==> src/rtl/mem_stage_if.sv <==
// Data-cache word-access handshake between the MEM stage (master) and the cache (slave).
interface mem_stage_if #(
  parameter int BIT_W  = 32,
  parameter int ADDR_W = 30
);
  logic              dc_ren;
  logic              dc_wen;
  logic [ADDR_W-1:0] dc_addr;
  logic [BIT_W-1:0]  dc_wdata;
  logic [BIT_W-1:0]  dc_rdata;
  logic              dc_stall;

  modport master (
    output dc_ren, dc_wen, dc_addr, dc_wdata,
    input  dc_rdata, dc_stall
  );

  modport slave (
    input  dc_ren, dc_wen, dc_addr, dc_wdata,
    output dc_rdata, dc_stall
  );
endinterface

==> src/rtl/mem_stage.sv <==
// Pipeline MEM stage: word load/store over the cache handshake, registered MEM/WB outputs.
// Latency 1 cycle for ALU ops, 2 + cache-stall cycles for memory ops; stall_o freezes upstream meanwhile.
module mem_stage #(
  parameter int BIT_W  = 32,
  parameter int ADDR_W = 30
) (
  input  logic             clk,
  input  logic             rst_n,
  input  logic [BIT_W-1:0] alu_res_i,
  input  logic [BIT_W-1:0] st_dat_i,
  input  logic [4:0]       rd_i,
  input  logic             memrd_i,
  input  logic             memwr_i,
  input  logic             mem2reg_i,
  input  logic             regwr_i,
  mem_stage_if.master      dc,
  output logic             stall_o,
  output logic [BIT_W-1:0] wb_data_o,
  output logic [4:0]       wb_rd_o,
  output logic             wb_regwr_o
);

  typedef enum logic {IDLE, ACCESS} state_t;

  state_t            state_q, state_d;
  logic              ren_q, ren_d;
  logic              wen_q, wen_d;
  logic [ADDR_W-1:0] addr_q, addr_d;
  logic [BIT_W-1:0]  wdata_q, wdata_d;
  logic [BIT_W-1:0]  wb_data_q, wb_data_d;
  logic [4:0]        wb_rd_q, wb_rd_d;
  logic              wb_regwr_q, wb_regwr_d;

  logic mem_op;
  logic stall;
  logic load_done;
  logic unused_addr_lsb;

  assign unused_addr_lsb = ^alu_res_i[1:0];

  always_comb begin
    state_d    = state_q;
    ren_d      = ren_q;
    wen_d      = wen_q;
    addr_d     = addr_q;
    wdata_d    = wdata_q;
    wb_data_d  = wb_data_q;
    wb_rd_d    = wb_rd_q;
    wb_regwr_d = 1'b0;

    mem_op    = memrd_i | memwr_i;
    stall     = ((state_q == IDLE) & mem_op) | ((state_q == ACCESS) & dc.dc_stall);
    load_done = (state_q == ACCESS) & ~dc.dc_stall & ren_q;

    case (state_q)
      IDLE: begin
        if (mem_op) begin
          state_d = ACCESS;
          // A simultaneous read+write request is executed as a plain store.
          ren_d   = memrd_i & ~memwr_i;
          wen_d   = memwr_i;
          addr_d  = alu_res_i[ADDR_W+1:2];
          wdata_d = st_dat_i;
        end
      end
      ACCESS: begin
        if (!dc.dc_stall) begin
          state_d = IDLE;
          ren_d   = 1'b0;
          wen_d   = 1'b0;
          addr_d  = '0;
          wdata_d = '0;
        end
      end
      default: state_d = IDLE;
    endcase

    // Stalled cycles insert a bubble; data/rd hold so only regwr needs clearing.
    if (!stall) begin
      wb_rd_d    = rd_i;
      wb_regwr_d = regwr_i;
      wb_data_d  = (mem2reg_i & load_done) ? dc.dc_rdata : alu_res_i;
    end
  end

  always_ff @(posedge clk or negedge rst_n) begin
    if (!rst_n) begin
      state_q    <= IDLE;
      ren_q      <= 1'b0;
      wen_q      <= 1'b0;
      addr_q     <= '0;
      wdata_q    <= '0;
      wb_data_q  <= '0;
      wb_rd_q    <= '0;
      wb_regwr_q <= 1'b0;
    end else begin
      state_q    <= state_d;
      ren_q      <= ren_d;
      wen_q      <= wen_d;
      addr_q     <= addr_d;
      wdata_q    <= wdata_d;
      wb_data_q  <= wb_data_d;
      wb_rd_q    <= wb_rd_d;
      wb_regwr_q <= wb_regwr_d;
    end
  end

  assign dc.dc_ren   = ren_q;
  assign dc.dc_wen   = wen_q;
  assign dc.dc_addr  = addr_q;
  assign dc.dc_wdata = wdata_q;

  // Held in reset the stage must not freeze upstream even if a memory op is presented.
  assign stall_o    = stall & rst_n;
  assign wb_data_o  = wb_data_q;
  assign wb_rd_o    = wb_rd_q;
  assign wb_regwr_o = wb_regwr_q;

endmodule

==> src/flat_wrapper.sv <==
// flat-port wrapper written by rule: the top's interface ports become plain ports
module mem_stage_flat 
#(
  parameter int BIT_W  = 32,
  parameter int ADDR_W = 30
)
  (clk, rst_n, alu_res_i, st_dat_i, rd_i, memrd_i, memwr_i, mem2reg_i, regwr_i, stall_o, wb_data_o, wb_rd_o, wb_regwr_o, dc_dc_ren, dc_dc_wen, dc_dc_addr, dc_dc_wdata, dc_dc_rdata, dc_dc_stall);
  mem_stage_if #(.BIT_W(BIT_W), .ADDR_W(ADDR_W)) dc_i ();
  input  logic clk;
  input  logic rst_n;
  input  logic [BIT_W-1:0] alu_res_i;
  input  logic [BIT_W-1:0] st_dat_i;
  input  logic [4:0] rd_i;
  input  logic memrd_i;
  input  logic memwr_i;
  input  logic mem2reg_i;
  input  logic regwr_i;
  output logic stall_o;
  output logic [BIT_W-1:0] wb_data_o;
  output logic [4:0] wb_rd_o;
  output logic wb_regwr_o;
  output wire logic [$bits(dc_i.dc_ren)-1:0] dc_dc_ren;
  output wire logic [$bits(dc_i.dc_wen)-1:0] dc_dc_wen;
  output wire logic [$bits(dc_i.dc_addr)-1:0] dc_dc_addr;
  output wire logic [$bits(dc_i.dc_wdata)-1:0] dc_dc_wdata;
  input wire logic [$bits(dc_i.dc_rdata)-1:0] dc_dc_rdata;
  input wire logic [$bits(dc_i.dc_stall)-1:0] dc_dc_stall;
  assign dc_dc_ren = dc_i.dc_ren;
  assign dc_dc_wen = dc_i.dc_wen;
  assign dc_dc_addr = dc_i.dc_addr;
  assign dc_dc_wdata = dc_i.dc_wdata;
  assign dc_i.dc_rdata = dc_dc_rdata;
  assign dc_i.dc_stall = dc_dc_stall;
  mem_stage #(.BIT_W(BIT_W), .ADDR_W(ADDR_W)) u_core (.clk(clk), .rst_n(rst_n), .alu_res_i(alu_res_i), .st_dat_i(st_dat_i), .rd_i(rd_i), .memrd_i(memrd_i), .memwr_i(memwr_i), .mem2reg_i(mem2reg_i), .regwr_i(regwr_i), .dc(dc_i), .stall_o(stall_o), .wb_data_o(wb_data_o), .wb_rd_o(wb_rd_o), .wb_regwr_o(wb_regwr_o));
endmodule
==> config.mk <==
export PLATFORM = sky130hd
export DESIGN_NAME = mem_stage_flat
export DESIGN_NICKNAME = d
export VERILOG_FILES = /design/src/rtl/mem_stage_if.sv /design/src/rtl/mem_stage.sv /design/src/flat_wrapper.sv
export SDC_FILE = /design/constraint.sdc
export NUM_CORES = 1
export LEC_CHECK = 0
export BUFFER_PORTS_ARGS = -buffer_cell sky130_fd_sc_hd__buf_4
export CAP_MARGIN = 5
export CORE_AREA = 2 2 102 104
export CTS_CLUSTER_SIZE = 10
export DETAILED_ROUTE_END_ITERATION = 12
export DIE_AREA = 0 0 104 106
export MAX_ROUTING_LAYER = met4
export PLACE_DENSITY = 0.81
export SYNTH_ARGS = -nofsm -noshare
export SYNTH_HDL_FRONTEND = slang
export SYNTH_SLANG_ARGS = --single-unit
==> constraint.sdc <==
create_clock -name clk -period 1.91 [get_ports clk]
set_input_delay 0.2865 -clock clk [delete_from_list [all_inputs] [get_ports clk]]
set_output_delay 0.2865 -clock clk [all_outputs]
set_load 0.02 [all_outputs]
==> results.cfg <==
[setup_path]
reg2regPathDepth = 5
critPathLaunchType = flop
crit_fanout = 2
critPathKind = flop to output pin
cp.arrival_ns = 1.55
worstPathRequired_ns = 1.62
cp-end-kind = output pin

[cells_and_area]
syn2layout_area_growth_pct = 42.3
fin_area_mm2 = 0.00632
final_util = 0.632
nFillCells = 778
antennaDiodeCount = 0
layout-drive-gt1-share = 0.641
nets = 589

[synth]
synth.avg_cell_area_um2 = 16.6
synth-edff-count = 0
syn-cell-area_mm2 = 0.00444
synth_common_cells = dfrtp_1 (103), mux2_4 (64), a22o_1 (63)
synth_seq_cells = 103
synth_top_area_share = 0.580
yosysMostFrequentCell = dfrtp_1
synthArstFlopShare = 1.00
syn_nets = 375
yosysUniqueCellTypes = 18
synth_largest_area_cell = dfrtp_1
postSynthCellCount = 267
synthFlopType = dfrtp_1
yosysSeqAreaShare = 0.580
synthTopCellsByArea = dfrtp_1 (58%), mux2_4 (22%), a22o_1 (12%), buf_6 (2.3%), buf_12 (1.4%)
synth_warnings = 0

[global_routing]
grt_max_degree = 104
antenna_found_initial = 0
grt_use_total = 0.213
grt_overflow = 0
grt_pass1_vias = 3357
grt_pass1_wl_um = 18000

[cts]
root_buffer = clkbuf_8
numCtsBuffers = 9
path_clk_slew_ns = 0.09
cts_buffer_depth = 2
holdBufCountCts = 0
cts_tree = yes
numClockSinks = 103
insertion_delay_ns = 0.35
h-tree-depth = 3

[place]
placedInstanceArea_mm2 = 0.00612
hpwlAfterDp_um = 7830
port_buffers = 210
routabilityCongestion = 0.766

[detailed_routing]
dr.pass1.iters = 4
vias_per_cell = 5.12
vias = 3181
dr.first_iter.drc_count = 172
wl_per_cell_um = 18.2
drt-total-wl_um = 11300
ant_nets = 0
drc = 0

[hold_path]
hp-class = input pin to async pin

[die]
initial_core_util = 0.444
core_area_mm2 = 0.0100
ios = 211
rows = 37
dieArea_mm2 = 0.0110
die_w_um = 104
fp.dieH_um = 106

[flow_run]
drv_cap = 0

[timing]
post-route-min-period_ns = 1.84
hold_slack_ns = -0.0356
timing.slew.headroom = 0.523
period_share = 0.962
max_slew.worst_pin.slew_ns = 0.715
tns_ns = 0
final_hold_viol_count = 16
drv_slew = 0
setup_violations = 0
rsz0062_at_grt = false
finClkSkew_ns = 0.00978
max_freq_ghz = 0.544

[status]
status = finished with violations
violations = negative hold slack

[power_and_ir_drop]
powerDensity_mw_per_mm2 = 917
p_leak_nw = 3.33
max-vdd-ir-drop_mv = 0.396
==> sequential cells by signal, summed over array words and instances, names as in the netlist <==
| signal | cells |
|---|---|
| u_core.state_q | 1 |
| u_core.wb_rd_o | 5 |
| u_core.dc.dc_wen | 1 |
| u_core.dc.dc_wdata | 32 |
| u_core.wb_data_o | 32 |
| u_core.wb_regwr_o | 1 |
| u_core.dc.dc_ren | 1 |
| u_core.dc.dc_addr | 30 |
==> layout make-up <==
class                      count  area (µm²)  share of cell area
tap                          136         170              0.0269
multi-input combinational    143        1680               0.266
clock buffer                  11         131              0.0208
clock inverter                 4        32.5             0.00514
sequential                   103        2580               0.408
timing repair buffer         221        1710               0.271
inverter                       3        16.3             0.00257
==> critical path: stages (launching register included) <==
cell and delay, ns:
dfrtp_1 0.39, or3_4 0.41, o21ai_4 0.10, inv_6 0.03
and2_4 0.15, buf_6 0.12
==> repair_timing <==
action / 4_1_cts / 5_1_grt
pin swaps: 1 / 1
setup endpoints to repair: 1 / 1
setup buffers: 3 / 1
resized for setup: 0 / 2
==> where the power goes <==
part / switching, mW / internal (mW) / total [mW]
Sequential: 0.205 / 2.50 / 2.70
Combinational: 0.908 / 0.983 / 1.89
Clock: 0.728 / 0.476 / 1.20
==> kinds of logic (layout without fill, tap and decap cells) <==
logic type,Yosys count,after routing,share of synthesized area
multiplexers,69,69,0.229
buffers and inverters,21,239,0.0451
AND/OR/NAND/NOR,8,8,0.0144
flip-flops,103,103,0.580
AO/OA/AOI/OAI,66,66,0.132
==> per-layer routing <==
metal,share of wire,track usage,wire (µm)
met3,0.062,0.0490,705
met1,0.42,0.262,4760
met5,0,-,0
met4,0.013,0.0685,144
met2,0.50,0.353,5700
==> through the flow <==
step / std cells / power, mW / hold slack (ns) / worst slack, ns
after detailed placement: 602 / 4.63 / 0.428 / 0.172
after global placement: 602 / 4.58 / 0.425 / 0.218
after floorplan: 267 / 3.75 / -0.00909 / 0.273
final: 621 / 5.80 / -0.0356 / 0.0729
after global routing: 621 / 6.06 / 0.0214 / 0.00981
after CTS: 620 / 5.85 / 0.0312 / 0.0378
==> placed cells by master (no fill, tap or decap), types with 2 or more instances in the layout <==
master,synthesis,final
a22o_1,63,63
inv_6,1,2
clkbuf_8,0,9
clkinvlp_4,0,2
buf_4,0,216
mux2_2,5,5
clkbuf_1,6,2
buf_12,3,4
o21ai_4,1,2
mux2_4,64,64
nor2_1,3,2
dfrtp_1,103,103
==> path summary, 6_finish.rpt <==
path / start / end / slack (ns)
hold / removal: rst_n / u_core.wb_data_o[31] / -0.04
max in group asynchronous: rst_n / u_core.dc.dc_addr[10] / 1.47
setup / recovery: u_core.state_q / stall_o / 0.07
setup reg to reg: u_core.state_q / u_core.wb_data_o[9] / 0.13
hold reg to reg: u_core.dc.dc_wdata[4] / u_core.dc.dc_wdata[4] / 0.51
min in group clk: memwr_i / u_core.dc.dc_ren / 0.14
(Power assumes the default switching activity.)
